## src/rtl/vape_output_protection_multi.sv

```systemverilog
// Output-protection monitor for an executable region (ER) guarding up to eight output regions.
// Optional macro VAPE_OR_CPU_WRITE_CHECK_EN enables CPU-write checking against the output regions.
module vape_output_protection_multi #(
  parameter int unsigned       ADDR_W        = 16,
  parameter int unsigned       NUM_OR        = 4,
  parameter logic [ADDR_W-1:0] RESET_HANDLER = 16'h0000
) (
  input  logic                     clk,
  input  logic                     reset_n,
  input  logic [ADDR_W-1:0]        pc,
  input  logic [ADDR_W-1:0]        data_addr,
  input  logic                     data_wr,
  input  logic [ADDR_W-1:0]        dma_addr,
  input  logic                     dma_en,
  input  logic [ADDR_W-1:0]        ER_min,
  input  logic [ADDR_W-1:0]        ER_max,
  input  logic [NUM_OR*ADDR_W-1:0] OR_min,
  input  logic [NUM_OR*ADDR_W-1:0] OR_max,
  output logic                     exec,
  output logic [2:0]               viol_cause,
  output logic [2:0]               viol_region,
  output logic [7:0]               viol_count
);

  typedef enum logic [1:0] {
    StAbort = 2'b00,
    StRun   = 2'b01,
    StDone  = 2'b10
  } state_e;

  state_e            state_q, state_d;
  logic              exec_q, exec_d;
  logic [2:0]        cause_q, cause_d;
  logic [2:0]        region_q, region_d;
  logic [7:0]        count_q, count_d;
  logic [ADDR_W-1:0] pc_prev_q;

  logic [NUM_OR-1:0] dma_match, cpu_match;
  logic [2:0]        match_idx;
  logic              hit_dma, hit_cpu;
  logic              pc_in_er, prev_in_er;
  logic              viol_wr, viol_cf;

  assign pc_in_er   = (pc >= ER_min) && (pc <= ER_max);
  assign prev_in_er = (pc_prev_q >= ER_min) && (pc_prev_q <= ER_max);

  // A region with min > max is disabled and never matches.
  always_comb begin
    dma_match = '0;
    cpu_match = '0;
    for (int i = 0; i < NUM_OR; i++) begin
      logic [ADDR_W-1:0] lo, hi;
      lo = OR_min[i*ADDR_W +: ADDR_W];
      hi = OR_max[i*ADDR_W +: ADDR_W];
      if (lo <= hi) begin
        dma_match[i] = dma_en && (dma_addr >= lo) && (dma_addr <= hi);
`ifdef VAPE_OR_CPU_WRITE_CHECK_EN
        cpu_match[i] = data_wr && !pc_in_er && (data_addr >= lo) && (data_addr <= hi);
`endif
      end
    end
  end

`ifndef VAPE_OR_CPU_WRITE_CHECK_EN
  logic unused_cpu;
  assign unused_cpu = ^{data_addr, data_wr};
`endif

  assign hit_dma = |dma_match;
  assign hit_cpu = |cpu_match;

  // Lowest matching index wins when regions overlap.
  always_comb begin
    match_idx = '0;
    for (int i = NUM_OR - 1; i >= 0; i--) begin
      if (dma_match[i] || cpu_match[i]) match_idx = 3'(i);
    end
  end

  always_comb begin
    state_d  = state_q;
    cause_d  = cause_q;
    region_d = region_q;
    count_d  = count_q;
    viol_wr  = 1'b0;
    viol_cf  = 1'b0;
    if (pc == RESET_HANDLER) begin
      state_d = StAbort;
    end else if (hit_dma || hit_cpu) begin
      state_d = StAbort;
      viol_wr = (state_q == StRun) || (state_q == StDone);
    end else begin
      case (state_q)
        StAbort: begin
          if (pc == ER_min) begin
            state_d = StRun;
            cause_d = '0;
          end
        end
        StRun: begin
          if (!pc_in_er) begin
            if (pc_prev_q == ER_max) begin
              state_d = StDone;
            end else begin
              state_d = StAbort;
              viol_cf = 1'b1;
            end
          end else if ((pc == ER_min) && !prev_in_er) begin
            state_d = StAbort;
            viol_cf = 1'b1;
          end
        end
        StDone: begin
          if (pc == ER_min) state_d = StRun;
        end
        default: state_d = StAbort;
      endcase
    end
    if (viol_wr || viol_cf) begin
      cause_d = cause_q | {viol_cf, viol_wr && hit_cpu, viol_wr && hit_dma};
      if (count_q != 8'hFF) count_d = count_q + 8'd1;
      if (viol_wr) region_d = match_idx;
    end
    exec_d = (state_d == StRun) || (state_d == StDone);
  end

  always_ff @(posedge clk or negedge reset_n) begin
    if (!reset_n) begin
      state_q   <= StAbort;
      exec_q    <= 1'b0;
      cause_q   <= '0;
      region_q  <= '0;
      count_q   <= '0;
      pc_prev_q <= RESET_HANDLER;
    end else begin
      state_q   <= state_d;
      exec_q    <= exec_d;
      cause_q   <= cause_d;
      region_q  <= region_d;
      count_q   <= count_d;
      pc_prev_q <= pc;
    end
  end

  assign exec        = exec_q;
  assign viol_cause  = cause_q;
  assign viol_region = region_q;
  assign viol_count  = count_q;

endmodule

```

## config.mk

```make
export PLATFORM = sky130hd
export DESIGN_NAME = vape_output_protection_multi
export DESIGN_NICKNAME = d
export VERILOG_FILES = /design/src/rtl/vape_output_protection_multi.sv
export SDC_FILE = /design/constraint.sdc
export NUM_CORES = 1
export LEC_CHECK = 0
export BUFFER_PORTS_ARGS = -buffer_cell sky130_fd_sc_hd__buf_4
export CORE_ASPECT_RATIO = 0.6
export CORE_MARGIN = 2
export CORE_UTILIZATION = 58
export CTS_CLUSTER_SIZE = 30
export DETAILED_ROUTE_END_ITERATION = 8
export PLACE_DENSITY_LB_ADDON = 0.08
export SYNTH_ARGS = -nofsm -noshare
export SYNTH_HDL_FRONTEND = slang
export SYNTH_SLANG_ARGS = --single-unit
```

## constraint.sdc

```tcl
create_clock -name clk -period 5 [get_ports clk]
set_clock_uncertainty 0.1 [all_clocks]
set_input_delay 0.5 -clock clk [delete_from_list [all_inputs] [get_ports clk]]
set_output_delay 0.5 -clock clk [all_outputs]
set_load 0.02 [all_outputs]
```

=== After elaboration in Yosys (flattened, before gate mapping) ===
Cells that the tools add are included.

* Output and inout port bits: 15
* Bits of input ports: 212
* Register bits: 33

* Reduce and logical (&&, ||, !) cells: 25
* Eq/ne operators: 9
* Bitwise gates (word level): 1
* Order comparisons: 16
* Add/subtract/negate cells: 1
* Multiplexer cells: 28

{| class="wikitable"
|+ Operators by type and width
! kind !! number
|-
| 16-bit <= comparator || 10
|-
| 16-bit greater-or-equal comparator || 6
|-
| 16-bit == test || 2
|-
| 2-bit 2-to-1 mux || 10
|-
| 16-bit logical NOT || 1
|-
| 3-bit 2-to-1 mux || 5
|-
| 1-bit logical AND || 12
|-
| 1-bit 2-to-1 mux || 12
|-
| 8-bit by 1-bit adder with 8-bit output (second input constant) || 1
|-
| 8-bit != test (second input constant) || 1
|-
| 2-bit by 1-bit == test with 1-bit output (second input constant) || 2
|-
| 2-bit == test (second input constant) || 2
|-
| 2-bit by 1-bit != test with 1-bit output (second input constant) || 2
|-
| 2-bit case mux with 2 select lines || 1
|-
| 2-bit AND reduction || 2
|-
| 4-bit AND reduction || 1
|-
| 2-bit nonzero test || 2
|-
| 4-bit OR reduction || 1
|-
| 1-bit logical OR || 3
|-
| 3-bit bitwise OR || 1
|-
| 2-bit logical NOT || 1
|-
| 2-bit OR reduction || 1
|-
| 1-bit logical NOT || 1
|}

=== Depth between registers and ports, before layout ===
Gate-level depths: netlist of run 1.

* Depth after elaboration: 12
* Gate-level depth with buffers: 11
* Mapped depth without buffers: 11

=== Worst setup path before layout of run 1 ===
OpenSTA, ideal clock, no wires.

* Kind: input-to-reg
* From: in OR_max[27]
* To: reg count_q[1], in the netlist viol_count[1]
* Path buffers: 0
* Setup time: 0.125 ns
* Stages: 11
* Data required time: 4.775 ns
* Slack: 1.924 ns
* Arrival: 2.851 ns
* Path through: inv_1 -> ha_1 -> nand4_1 -> nor3_1 -> mux2i_1 -> a21oi_1 -> nor4b_1 -> o31ai_4 -> nand4_4 -> mux2_4 -> mux2_4

* Longest elaborated chain between the ends: 8
* Elaborated cells on any way between the ends: 11
* Classes of those cells: order compare (2); mux (5); reduce/logical (4)

{| class="wikitable"
|+ RTL lines
! element !! RTL line !! RTL
|-
| from (decl) || 18 || <nowiki>input logic [NUM_OR*ADDR_W-1:0] OR_max,</nowiki>
|-
| 16-bit <= comparator || 56 || <nowiki>dma_match[i] = dma_en && (dma_addr >= lo) && (dma_addr <= hi);</nowiki>
|-
| 1-bit logical AND || 56 ||
|-
| 1-bit 2-to-1 mux * || 55 || <nowiki>if (lo <= hi) begin</nowiki>
|-
| 4-bit OR reduction * || 69 || <nowiki>assign hit_dma = |dma_match;</nowiki>
|-
| 1-bit 2-to-1 mux || 89 || <nowiki>end else if (hit_dma || hit_cpu) begin</nowiki>
|-
| 1-bit 2-to-1 mux || 87 || <nowiki>if (pc == RESET_HANDLER) begin</nowiki>
|-
| 1-bit logical OR * || 119 || <nowiki>if (viol_wr || viol_cf) begin</nowiki>
|-
| 2-bit AND reduction (no line) * || -- ||
|-
| to (signal assigned) || 140 || <nowiki>count_q <= count_d;</nowiki>
|-
| to (decl) || 35 || <nowiki>logic [7:0] count_q, count_d;</nowiki>
|}

Mark *: on every way between the ends. The rest lies on a longest branch, timed or not.
A chain may end at the register's enable or synchronous reset.

=== Worst setup path after layout of run 1 ===
* From: reg pc_prev_q[7]
* To: reg count_q[1], in the netlist viol_count[1]

* Longest elaborated chain between the ends: 11
* Elaborated cells on any way between the ends: 14
* Classes of those cells: order compare (2); eq/ne (1); mux (6); reduce/logical (5)

{| class="wikitable"
|+ RTL lines
! element !! RTL line !! RTL
|-
| from (decl) || 36 || <nowiki>logic [ADDR_W-1:0] pc_prev_q;</nowiki>
|-
| from (signal assigned) || 141 || <nowiki>pc_prev_q <= pc;</nowiki>
|-
| 16-bit greater-or-equal comparator or 16-bit <= comparator (tied branches) || 45 || <nowiki>assign prev_in_er = (pc_prev_q >= ER_min) && (pc_prev_q <= ER_max);</nowiki>
|-
| 1-bit logical AND || 45 ||
|-
| 1-bit logical NOT || 108 || <nowiki>end else if ((pc == ER_min) && !prev_in_er) begin</nowiki>
|-
| 1-bit logical AND || 108 ||
|-
| 1-bit 2-to-1 mux || 108 ||
|-
| 1-bit 2-to-1 mux * || 101 || <nowiki>if (!pc_in_er) begin</nowiki>
|-
| 1-bit 2-to-1 mux * || 93 || <nowiki>case (state_q)</nowiki>
|-
| 1-bit 2-to-1 mux * || 89 ||
|-
| 1-bit 2-to-1 mux * || 87 ||
|-
| 1-bit logical OR * || 119 ||
|-
| 2-bit AND reduction (no line) * || -- ||
|}

Marks and branches as above.

==> impl_metrics.env, run 1 <==
export IMPL_core_area_mm2=0.0127
export IMPL_clock_latency_ns=0.29
export IMPL_tightest_slew_ns=1.38
export IMPL_drive_above_1_share=0.208
export IMPL_dieArea_mm2=0.0138
export IMPL_std_cell_rows=32
export IMPL_grt_first_pass_wirelength_um=34300
export IMPL_p_int_w=0.000775
export IMPL_hold_path_class="in2async"
export IMPL_dpl_hpwl_um=18800
export IMPL_gp_congestion=1.01
export IMPL_r2r_start="pc_prev_q[7]"
export IMPL_io_pins=227
export IMPL_critPathCaptureType="flop"
export IMPL_synth_most_common_cell="ha_1"
export IMPL_max_slew_margin=0.0550
export IMPL_viasPerCell=5.76
export IMPL_synth_top_cells_by_area="ha_1, dfrtp_1, inv_1, a21oi_1, nand4_1"
export IMPL_yosys_warnings=0
export IMPL_seq_area_frac_synth=0.104
export IMPL_worstSetupStartpointType="flop"
export IMPL_antenna_found_initial=0
export IMPL_clkTransAtPathRegs_ns=0.06
export IMPL_antennaDiodeCount=0
export IMPL_pwr_share_clk=0.248
export IMPL_area_delta_synth_final_pct=25.5
export IMPL_crit_fanout=9
export IMPL_finalSetupTns_ns=0
export IMPL_place_inst=1294
export IMPL_ys_types=66
export IMPL_synth_main_ff_cell="dfrtp_1"
export IMPL_power_density_mw_per_mm2=134
export IMPL_instances_no_fill=1301
export IMPL_wl_per_cell_um=16.3
export IMPL_startpoint="pc_prev_q[7]"
export IMPL_post_cts_buffers=0
export IMPL_cts_sink_count=31
export IMPL_drt_initial_drc_count=371
export IMPL_cts_hold_buf=0
export IMPL_wirelength_um=21200
export IMPL_dieWidth_um=150
export IMPL_required_ns=5.07
export IMPL_multiInputGateArea_mm2=0.00605
export IMPL_setup_violations=0
export IMPL_fill_cells=1010
export IMPL_port_buffers=207
export IMPL_ys_top_cells_by_count="ha_1, inv_1, a21oi_1, nand2_1, nand4_1"
export IMPL_grt_usage=0.310
export IMPL_finalNetCount=1604
export IMPL_reg2reg_to="viol_count[1]"
export IMPL_synth_edf_count=0
export IMPL_numCtsBuffers=5
export IMPL_first_pass_iters=5
export IMPL_ant_nets=0
export IMPL_clockBufferDepth=2
export IMPL_drc_errors=0
export IMPL_status="finished clean"
export IMPL_ff_latch_area_um2=776
export IMPL_fin_crit_sh=0.731
export IMPL_num_vias=7495
export IMPL_p_sw_frac=0.383
export IMPL_period_needed_ns=3.66
export IMPL_sequentialPowerShare=0.215
export IMPL_grt_pass1_vias=7286
export IMPL_cts_resized=0
export IMPL_crit_path_end="viol_count[1]"
export IMPL_cap_violations=0
export IMPL_grt_setup_unrepaired="false"
export IMPL_crit_type="reg2reg"
export IMPL_timing_fmax_mhz=273
export IMPL_grt_overflow=0
export IMPL_die_h_um=91.8
export IMPL_postSynth_asyncResetShare=1.00
export IMPL_grt_max_degree=32
export IMPL_hold_slack_ns=0.0577
export IMPL_power_switching_w=0.000480
export IMPL_cts_tree="done"
export IMPL_h_tree_depth=2
export IMPL_hold_viol_final=0
export IMPL_comb_power_share=0.537
export IMPL_yosys_area_top_type="ha_1"
export IMPL_ys_seq_elements=31
export IMPL_synth_area_mm2=0.00745
export IMPL_initial_core_util=0.587
export IMPL_syn_area_per_cell_um2=8.12
export IMPL_yosysTopAreaCellShare=0.438
export IMPL_final_area_mm2=0.00936
export IMPL_fin_util=0.737
export IMPL_synth_cells=918
export IMPL_max_vdd_ir_drop_uv=138
export IMPL_crit_arrival_ns=3.73
export IMPL_clockRootBuffer="clkbuf_16"
export IMPL_rrSetupSlack_ns=1.34
export IMPL_worst_r2r_path_depth=10
export IMPL_slew_violations=0
export IMPL_placed_area_mm2=0.00921
export IMPL_p_leak_nw=5.24
## worst min-delay path by stage
stage	start	end	slack, ns	cells after the start
6_report	reset_n	viol_count[1]	0.06	1
5_1_grt	reset_n	viol_count[0]	0.09	1
4_1_cts	reset_n	viol_count[0]	0.07	1
3_5_place_dp	reset_n	viol_count[0]	0.37	1
3_3_place_gp	reset_n	viol_count[2]	0.36	1
2_1_floorplan	reset_n	exec	0.10	0
## logic make-up (layout without fill, tap and decap cells)
family                   after synthesis  after routing  share of synthesized area
flip-flops                            31             31                      0.104
adder cells (fa/ha/maj)              261            261                      0.438
AO/OA/AOI/OAI                        219            219                      0.190
other                                  1              2                   0.000503
buffers and inverters                167            379                     0.0851
multiplexers                           9              9                     0.0134
XOR/XNOR                               8              8                    0.00940
AND/OR/NAND/NOR                      222            222                      0.159
## placed cells by master (no fill, tap or decap), types with 3 or more instances in the layout
cell,synthesis,final
inv_1,164,164
clkbuf_16,0,5
and4_1,4,4
o31ai_1,3,3
and3_1,3,3
nor3_1,22,22
a21boi_0,4,4
ha_1,261,261
o21ai_0,27,27
a211oi_1,7,7
nor2b_1,11,11
a21oi_1,99,99
nand3_1,25,25
nor4_1,11,11
mux2i_1,7,7
nand2b_1,5,5
a2111oi_0,3,3
o211ai_1,11,11
dfrtp_1,31,31
a21o_1,21,21
buf_4,2,208
nor2_1,21,21
o21a_1,6,6
o221ai_1,3,3
nand2_1,56,56
nand4_1,47,47
a41oi_1,4,4
xnor2_1,6,6
## critical path, cell delays in order (launching register included)
cell       delay (ns)
dfrtp_1          0.39
ha_1             0.30
a21oi_1          0.16
o21a_1           0.18
o211ai_1         0.09
a2111oi_0        1.19
o211ai_2         0.20
o211ai_2         0.24
nor2_1           0.09
mux2_4           0.30
mux2_4           0.29
## cell type report
class	instances	area share
multi-input combinational	721	0.646
clock buffer	6	0.0148
tap	170	0.0227
sequential	31	0.0829
clock inverter	1	0.000535
inverter	164	0.0658
timing repair buffer	208	0.167
## routing by layer
| metal | global-route usage | routed length [um] | vias to the layer above |
|---|---|---|---|
| met5 | 0 | 0 | - |
| met4 | 0.0369 | 155 | 0 |
| met3 | 0.0622 | 1870 | 25 |
| met2 | 0.474 | 8560 | 265 |
| met1 | 0.460 | 10600 | 3409 |
| li1 | - | - | 3796 |
## through the flow
stage / worst slack, ns / total power (W)
CTS: 1.59 / 0.00125
finish: 1.34 / 0.00126
detailed placement: 1.34 / 0.000935
global placement: 1.43 / 0.000911
floorplan: 1.92 / 0.000660
global route: 1.42 / 0.00136
## power by group through the flow
stage | logic [W] | clock network [W] | registers, W
after global routing | 0.000764 | 0.000325 | 0.000270
after detailed placement | 0.000662 | 0 | 0.000273
after CTS | 0.000667 | 0.000311 | 0.000269
final | 0.000675 | 0.000312 | 0.000269
after global placement | 0.000638 | 0 | 0.000273
after floorplan | 0.000386 | 0 | 0.000274
## sequential cells by signal, indices dropped and copies added (netlist names)
register	cells
state_q	2
pc_prev_q	16
viol_region	2
viol_cause	2
exec	1
viol_count	8
No activity file was read; power rests on OpenSTA's default activity.
==> inputs of run 2 (changes only) <==
--- a/config.mk
+++ b/config.mk
@@ -8,7 +8,7 @@
 export BUFFER_PORTS_ARGS = -buffer_cell sky130_fd_sc_hd__buf_4
 export CORE_ASPECT_RATIO = 0.6
 export CORE_MARGIN = 2
-export CORE_UTILIZATION = 58
+export CORE_UTILIZATION = 49
 export CTS_CLUSTER_SIZE = 30
 export DETAILED_ROUTE_END_ITERATION = 8
 export PLACE_DENSITY_LB_ADDON = 0.08
==> constraint.sdc (replaced) <==
create_clock -name clk -period 3.1 [get_ports clk]
set_clock_uncertainty 0.1 [all_clocks]
set_input_delay 0.31 -clock clk [delete_from_list [all_inputs] [get_ports clk]]
set_output_delay 0.31 -clock clk [all_outputs]
set_load 0.02 [all_outputs]
==> impl_metrics.env, run 2 (synthesized netlist as in run 1, its figures left out) <==
export IMPL_status="finished clean"
export IMPL_h_tree_depth=2
export IMPL_worstSetupStartpointType="flop"
export IMPL_mostFrequentLayoutCells="ha_1, buf_4, inv_1"
export IMPL_tightest_slew_ns=0.564
export IMPL_max_slew_margin=0.622
export IMPL_core_area_mm2=0.0147
export IMPL_dpl_hpwl_um=19600
export IMPL_io_pins=227
export IMPL_final_common_cell="ha_1"
export IMPL_crit_type="reg2reg"
export IMPL_grt_util_met3=0.0467
export IMPL_clkTransAtPathRegs_ns=0.06
export IMPL_required_ns=3.17
export IMPL_hold_path_class="in2reg"
export IMPL_wl_per_cell_um=16.1
export IMPL_max_vdd_ir_drop_uv=183
export IMPL_drt_initial_drc_count=399
export IMPL_timing_fmax_mhz=336
export IMPL_largest_register_ffs=16
export IMPL_ant_nets=0
export IMPL_first_pass_iters=5
export IMPL_gr_usage_met1=0.432
export IMPL_top_register="pc_prev_q"
export IMPL_drive_above_1_share=0.230
export IMPL_period_needed_ns=2.97
export IMPL_crit_fanout=8
export IMPL_critPathCaptureType="flop"
export IMPL_finalNetCount=1630
export IMPL_top_usage_layer="met1"
export IMPL_crit_chain="ha_1 -> nand4_1 -> or4_4 -> a21oi_2 -> a2111oi_2 -> buf_4 -> o211ai_2 -> o211ai_2 -> buf_6 -> nor4_4 -> mux2i_1 -> xnor2_1"
export IMPL_crit_path_frequent_cell="o211ai_2"
export IMPL_multiInputGateArea_mm2=0.00609
export IMPL_num_vias=7493
export IMPL_cp_top_family="simple AND/OR/NAND/NOR gates"
export IMPL_viasPerCell=5.53
export IMPL_initial_core_util=0.508
export IMPL_ff_latch_area_um2=776
export IMPL_clock_latency_ns=0.28
export IMPL_p_total_w=0.00221
export IMPL_setup_violations=0
export IMPL_dieArea_mm2=0.0162
export IMPL_dieWidth_um=163
export IMPL_cts_tree="done"
export IMPL_wirelength_um=21800
export IMPL_grt_usage=0.276
export IMPL_grt_overflow=0
export IMPL_antennaDiodeCount=0
export IMPL_clockBufferDepth=2
export IMPL_hold_viol_final=0
export IMPL_p_leak_nw=5.39
export IMPL_cp_slowest_cell="or4_4"
export IMPL_met2_usage=0.402
export IMPL_port_buffers=207
export IMPL_worst_slack_ns=0.126
export IMPL_clockRootBuffer="clkbuf_16"
export IMPL_numCtsBuffers=5
export IMPL_die_h_um=99.5
export IMPL_cts_sink_count=31
export IMPL_fin_crit_sh=0.959
export IMPL_grt_pass1_vias=7380
export IMPL_grt_setup_unrepaired="true"
export IMPL_gp_congestion=0.963
export IMPL_grt_first_pass_wirelength_um=35900
export IMPL_area_delta_synth_final_pct=29.9
export IMPL_cap_violations=0
export IMPL_crit_arrival_ns=3.04
export IMPL_antenna_found_initial=0
export IMPL_fill_cells=1289
export IMPL_grt_max_degree=32
export IMPL_pre_cts_slack_ns=-0.0997
export IMPL_crit_buf_inv=2
export IMPL_std_cell_rows=34
export IMPL_power_density_mw_per_mm2=228
export IMPL_drc_errors=0
export IMPL_critical_path_max_stage_delay_ns=0.57
export IMPL_hold_slack_ns=0.0672
export IMPL_finalSetupTns_ns=0
export IMPL_slew_violations=0
run 2: where the power goes:
part           internal, W  switching, W
Clock             0.000461      0.000196
Combinational     0.000543      0.000578
Sequential        0.000421     0.0000128
run 2: stage by stage:
stage / area [um^2] / util / std cells
after detailed placement: 9430 / 0.642 / 1346
after global placement: 9430 / 0.642 / 1346
final: 9680 / 0.660 / 1356
after floorplan: 7460 / - / 919
after global routing: 9680 / 0.660 / 1356
after CTS: 9630 / 0.656 / 1355
run 2: path summary, 6_finish.rpt:
| path | start | slack (ns) | depth (start not counted) | endpoint |
|---|---|---|---|---|
| min | pc[3] | 0.07 | 1 | pc_prev_q[3] |
| min in group asynchronous | reset_n | 0.43 | 2 | pc_prev_q[7] |
| max | pc_prev_q[10] | 0.13 | 12 | viol_count[5] |
| max in group asynchronous | reset_n | 2.15 | 2 | viol_count[5] |
| min reg2reg | viol_count[6] | 0.40 | 1 | viol_count[6] |
| max reg2reg | pc_prev_q[10] | 0.13 | 12 | viol_count[5] |
run 2: layout make-up:
class | count | area share
multi-input combinational | 721 | 0.629
clock buffer | 6 | 0.0133
sequential | 31 | 0.0801
inverter | 164 | 0.0636
tap | 198 | 0.0256
timing repair buffer | 234 | 0.182
clock inverter | 2 | 0.00620
run 2: repair_timing:
action	in CTS	in global routing
gates resized for setup	0	10
hold endpoints to repair	31	0
hold buffers	1	0
setup buffers	0	1
setup endpoints to repair	0	10
run 2: per-layer routing:
| metal | wire length (um) | part of all wire |
|---|---|---|
| met3 | 1900 | 0.087 |
| met4 | 151 | 0.0069 |
| met5 | 0 | 0 |
| met1 | 11500 | 0.53 |
| met2 | 8240 | 0.38 |
==> inputs of run 3 (changes only) <==
--- a/config.mk
+++ b/config.mk
@@ -12,6 +12,7 @@
 export CTS_CLUSTER_SIZE = 30
 export DETAILED_ROUTE_END_ITERATION = 8
 export PLACE_DENSITY_LB_ADDON = 0.08
+export RECOVER_POWER = 50
 export SYNTH_ARGS = -nofsm -noshare
 export SYNTH_HDL_FRONTEND = slang
 export SYNTH_SLANG_ARGS = --single-unit
==> impl_metrics.env, run 3 (synthesized netlist as in run 1, its figures left out) <==
export IMPL_status="complete, but fails checks"
export IMPL_failed_checks="capacitance limit, slew limit"
export IMPL_ant_nets=0
export IMPL_finalNetCount=1630
export IMPL_wirelength_um=21700
export IMPL_largest_register_ffs=16
export IMPL_num_vias=7469
export IMPL_dieWidth_um=163
export IMPL_grt_setup_unrepaired="true"
export IMPL_grt_max_degree=32
export IMPL_dpl_hpwl_um=19600
export IMPL_max_vdd_ir_drop_uv=183
export IMPL_crit_fanout=8
export IMPL_gp_congestion=0.963
export IMPL_io_pins=227
export IMPL_wl_per_cell_um=16.0
export IMPL_h_tree_depth=2
export IMPL_initial_core_util=0.508
export IMPL_antenna_found_initial=0
export IMPL_cts_tree="done"
export IMPL_setup_violations=0
export IMPL_crit_arrival_ns=3.04
export IMPL_finalSetupTns_ns=0
export IMPL_top_register="pc_prev_q"
export IMPL_tightest_slew_ns=1.80
export IMPL_critical_path_max_stage_delay_ns=0.57
export IMPL_first_pass_iters=5
export IMPL_critPathCaptureType="flop"
export IMPL_std_cell_rows=34
export IMPL_period_needed_ns=2.98
export IMPL_viasPerCell=5.51
export IMPL_grt_overflow=0
export IMPL_max_slew_margin=-0.198
export IMPL_drt_initial_drc_count=411
export IMPL_clkTransAtPathRegs_ns=0.06
export IMPL_core_area_mm2=0.0147
export IMPL_cp_slowest_cell="or4_4"
export IMPL_pre_cts_slack_ns=-0.0997
export IMPL_clockRootBuffer="clkbuf_16"
export IMPL_timing_fmax_mhz=336
export IMPL_drive_above_1_share=0.215
export IMPL_cap_violations=1
export IMPL_cts_sink_count=31
export IMPL_port_buffers=207
export IMPL_worst_r2r_path_depth=12
export IMPL_final_area_mm2=0.00962
export IMPL_power_density_mw_per_mm2=229
export IMPL_grt_first_pass_wirelength_um=35900
export IMPL_clockBufferDepth=2
export IMPL_worst_slack_ns=0.124
export IMPL_slew_violations=32
export IMPL_hold_viol_final=0
export IMPL_p_total_w=0.00220
export IMPL_crit_type="reg2reg"
export IMPL_hold_path_class="in2reg"
export IMPL_crit_chain="ha_1 -> nand4_1 -> or4_4 -> a21oi_2 -> a2111oi_2 -> buf_4 -> o211ai_2 -> o211ai_2 -> buf_6 -> nor4_4 -> mux2i_1 -> xnor2_1"
export IMPL_fin_util=0.655
export IMPL_dieArea_mm2=0.0162
export IMPL_clock_latency_ns=0.28
export IMPL_drc_errors=0
export IMPL_worstSetupStartpointType="flop"
export IMPL_placed_area_mm2=0.00943
export IMPL_grt_pass1_vias=7380
export IMPL_numCtsBuffers=5
export IMPL_final_common_cell="ha_1"
export IMPL_die_h_um=99.5
export IMPL_min_path_cells=1
export IMPL_grt_usage=0.276
export IMPL_area_delta_synth_final_pct=29.0
export IMPL_mostFrequentLayoutCells="ha_1, buf_4, inv_1"
export IMPL_fin_crit_sh=0.960
export IMPL_required_ns=3.17
export IMPL_antennaDiodeCount=0
export IMPL_p_leak_nw=5.32
export IMPL_crit_path_frequent_cell="o211ai_2"
## run 3: layout make-up
cell class,count,area (um^2)
fillers,1313,5060
clock inverters,2,60.1
inverters,164,616
multi-input cells,721,6090
clock buffers,6,129
repair buffers,234,1700
flip-flops and latches,31,776
well taps,198,248
## run 3: stage by stage
step,std cells,hold WS [ns]
global route,1356,0.120
detailed placement,1346,0.174
finish,1356,0.116
global placement,1346,0.170
CTS,1355,0.0656
floorplan,919,-0.0856
## run 3: final timing paths
check / endpoint / slack (ns) / startpoint
worst min-delay path: pc_prev_q[3] / 0.12 / pc[3]
worst min register to register: viol_count[6] / 0.40 / viol_count[6]
worst max register to register: viol_count[5] / 0.12 / pc_prev_q[10]
worst max-delay path: viol_count[5] / 0.12 / pc_prev_q[10]
max in group asynchronous: viol_count[5] / 0.88 / reset_n
min in group asynchronous: pc_prev_q[7] / 0.97 / reset_n
## run 3: critical path: cells and delay by family, from the launching register on
family / cells / cell delay (ns)
fa+ha+maj: 1 / 0.31
buf+inv: 2 / 0.33
mux: 1 / 0.12
flops: 1 / 0.40
compound gates: 4 / 0.51
simple gates: 3 / 0.96
xor+xnor: 1 / 0.13
## run 3: per-layer routing
layer  track usage  vias to the layer above  wire length (um)
met5             0                        -                 0
met4        0.0259                        0               158
met3        0.0467                       15              1890
met2         0.402                      255              8220
met1         0.432                     3344             11500
li1              -                     3855                 -
## run 3: power breakdown
part / internal (W) / switching [W]
logic: 0.000533 / 0.000578
registers: 0.000421 / 0.0000124
clock network: 0.000461 / 0.000198
total: 0.00141 / 0.000788
## run 3: what timing repair did
| item | CTS | global route |
|---|---|---|
| endpoints found under the setup margin | 0 | 10 |
| setup buffers | 0 | 1 |
| gates resized for setup | 0 | 10 |
| hold buffers | 1 | 0 |
| hold endpoints to repair | 31 | 0 |
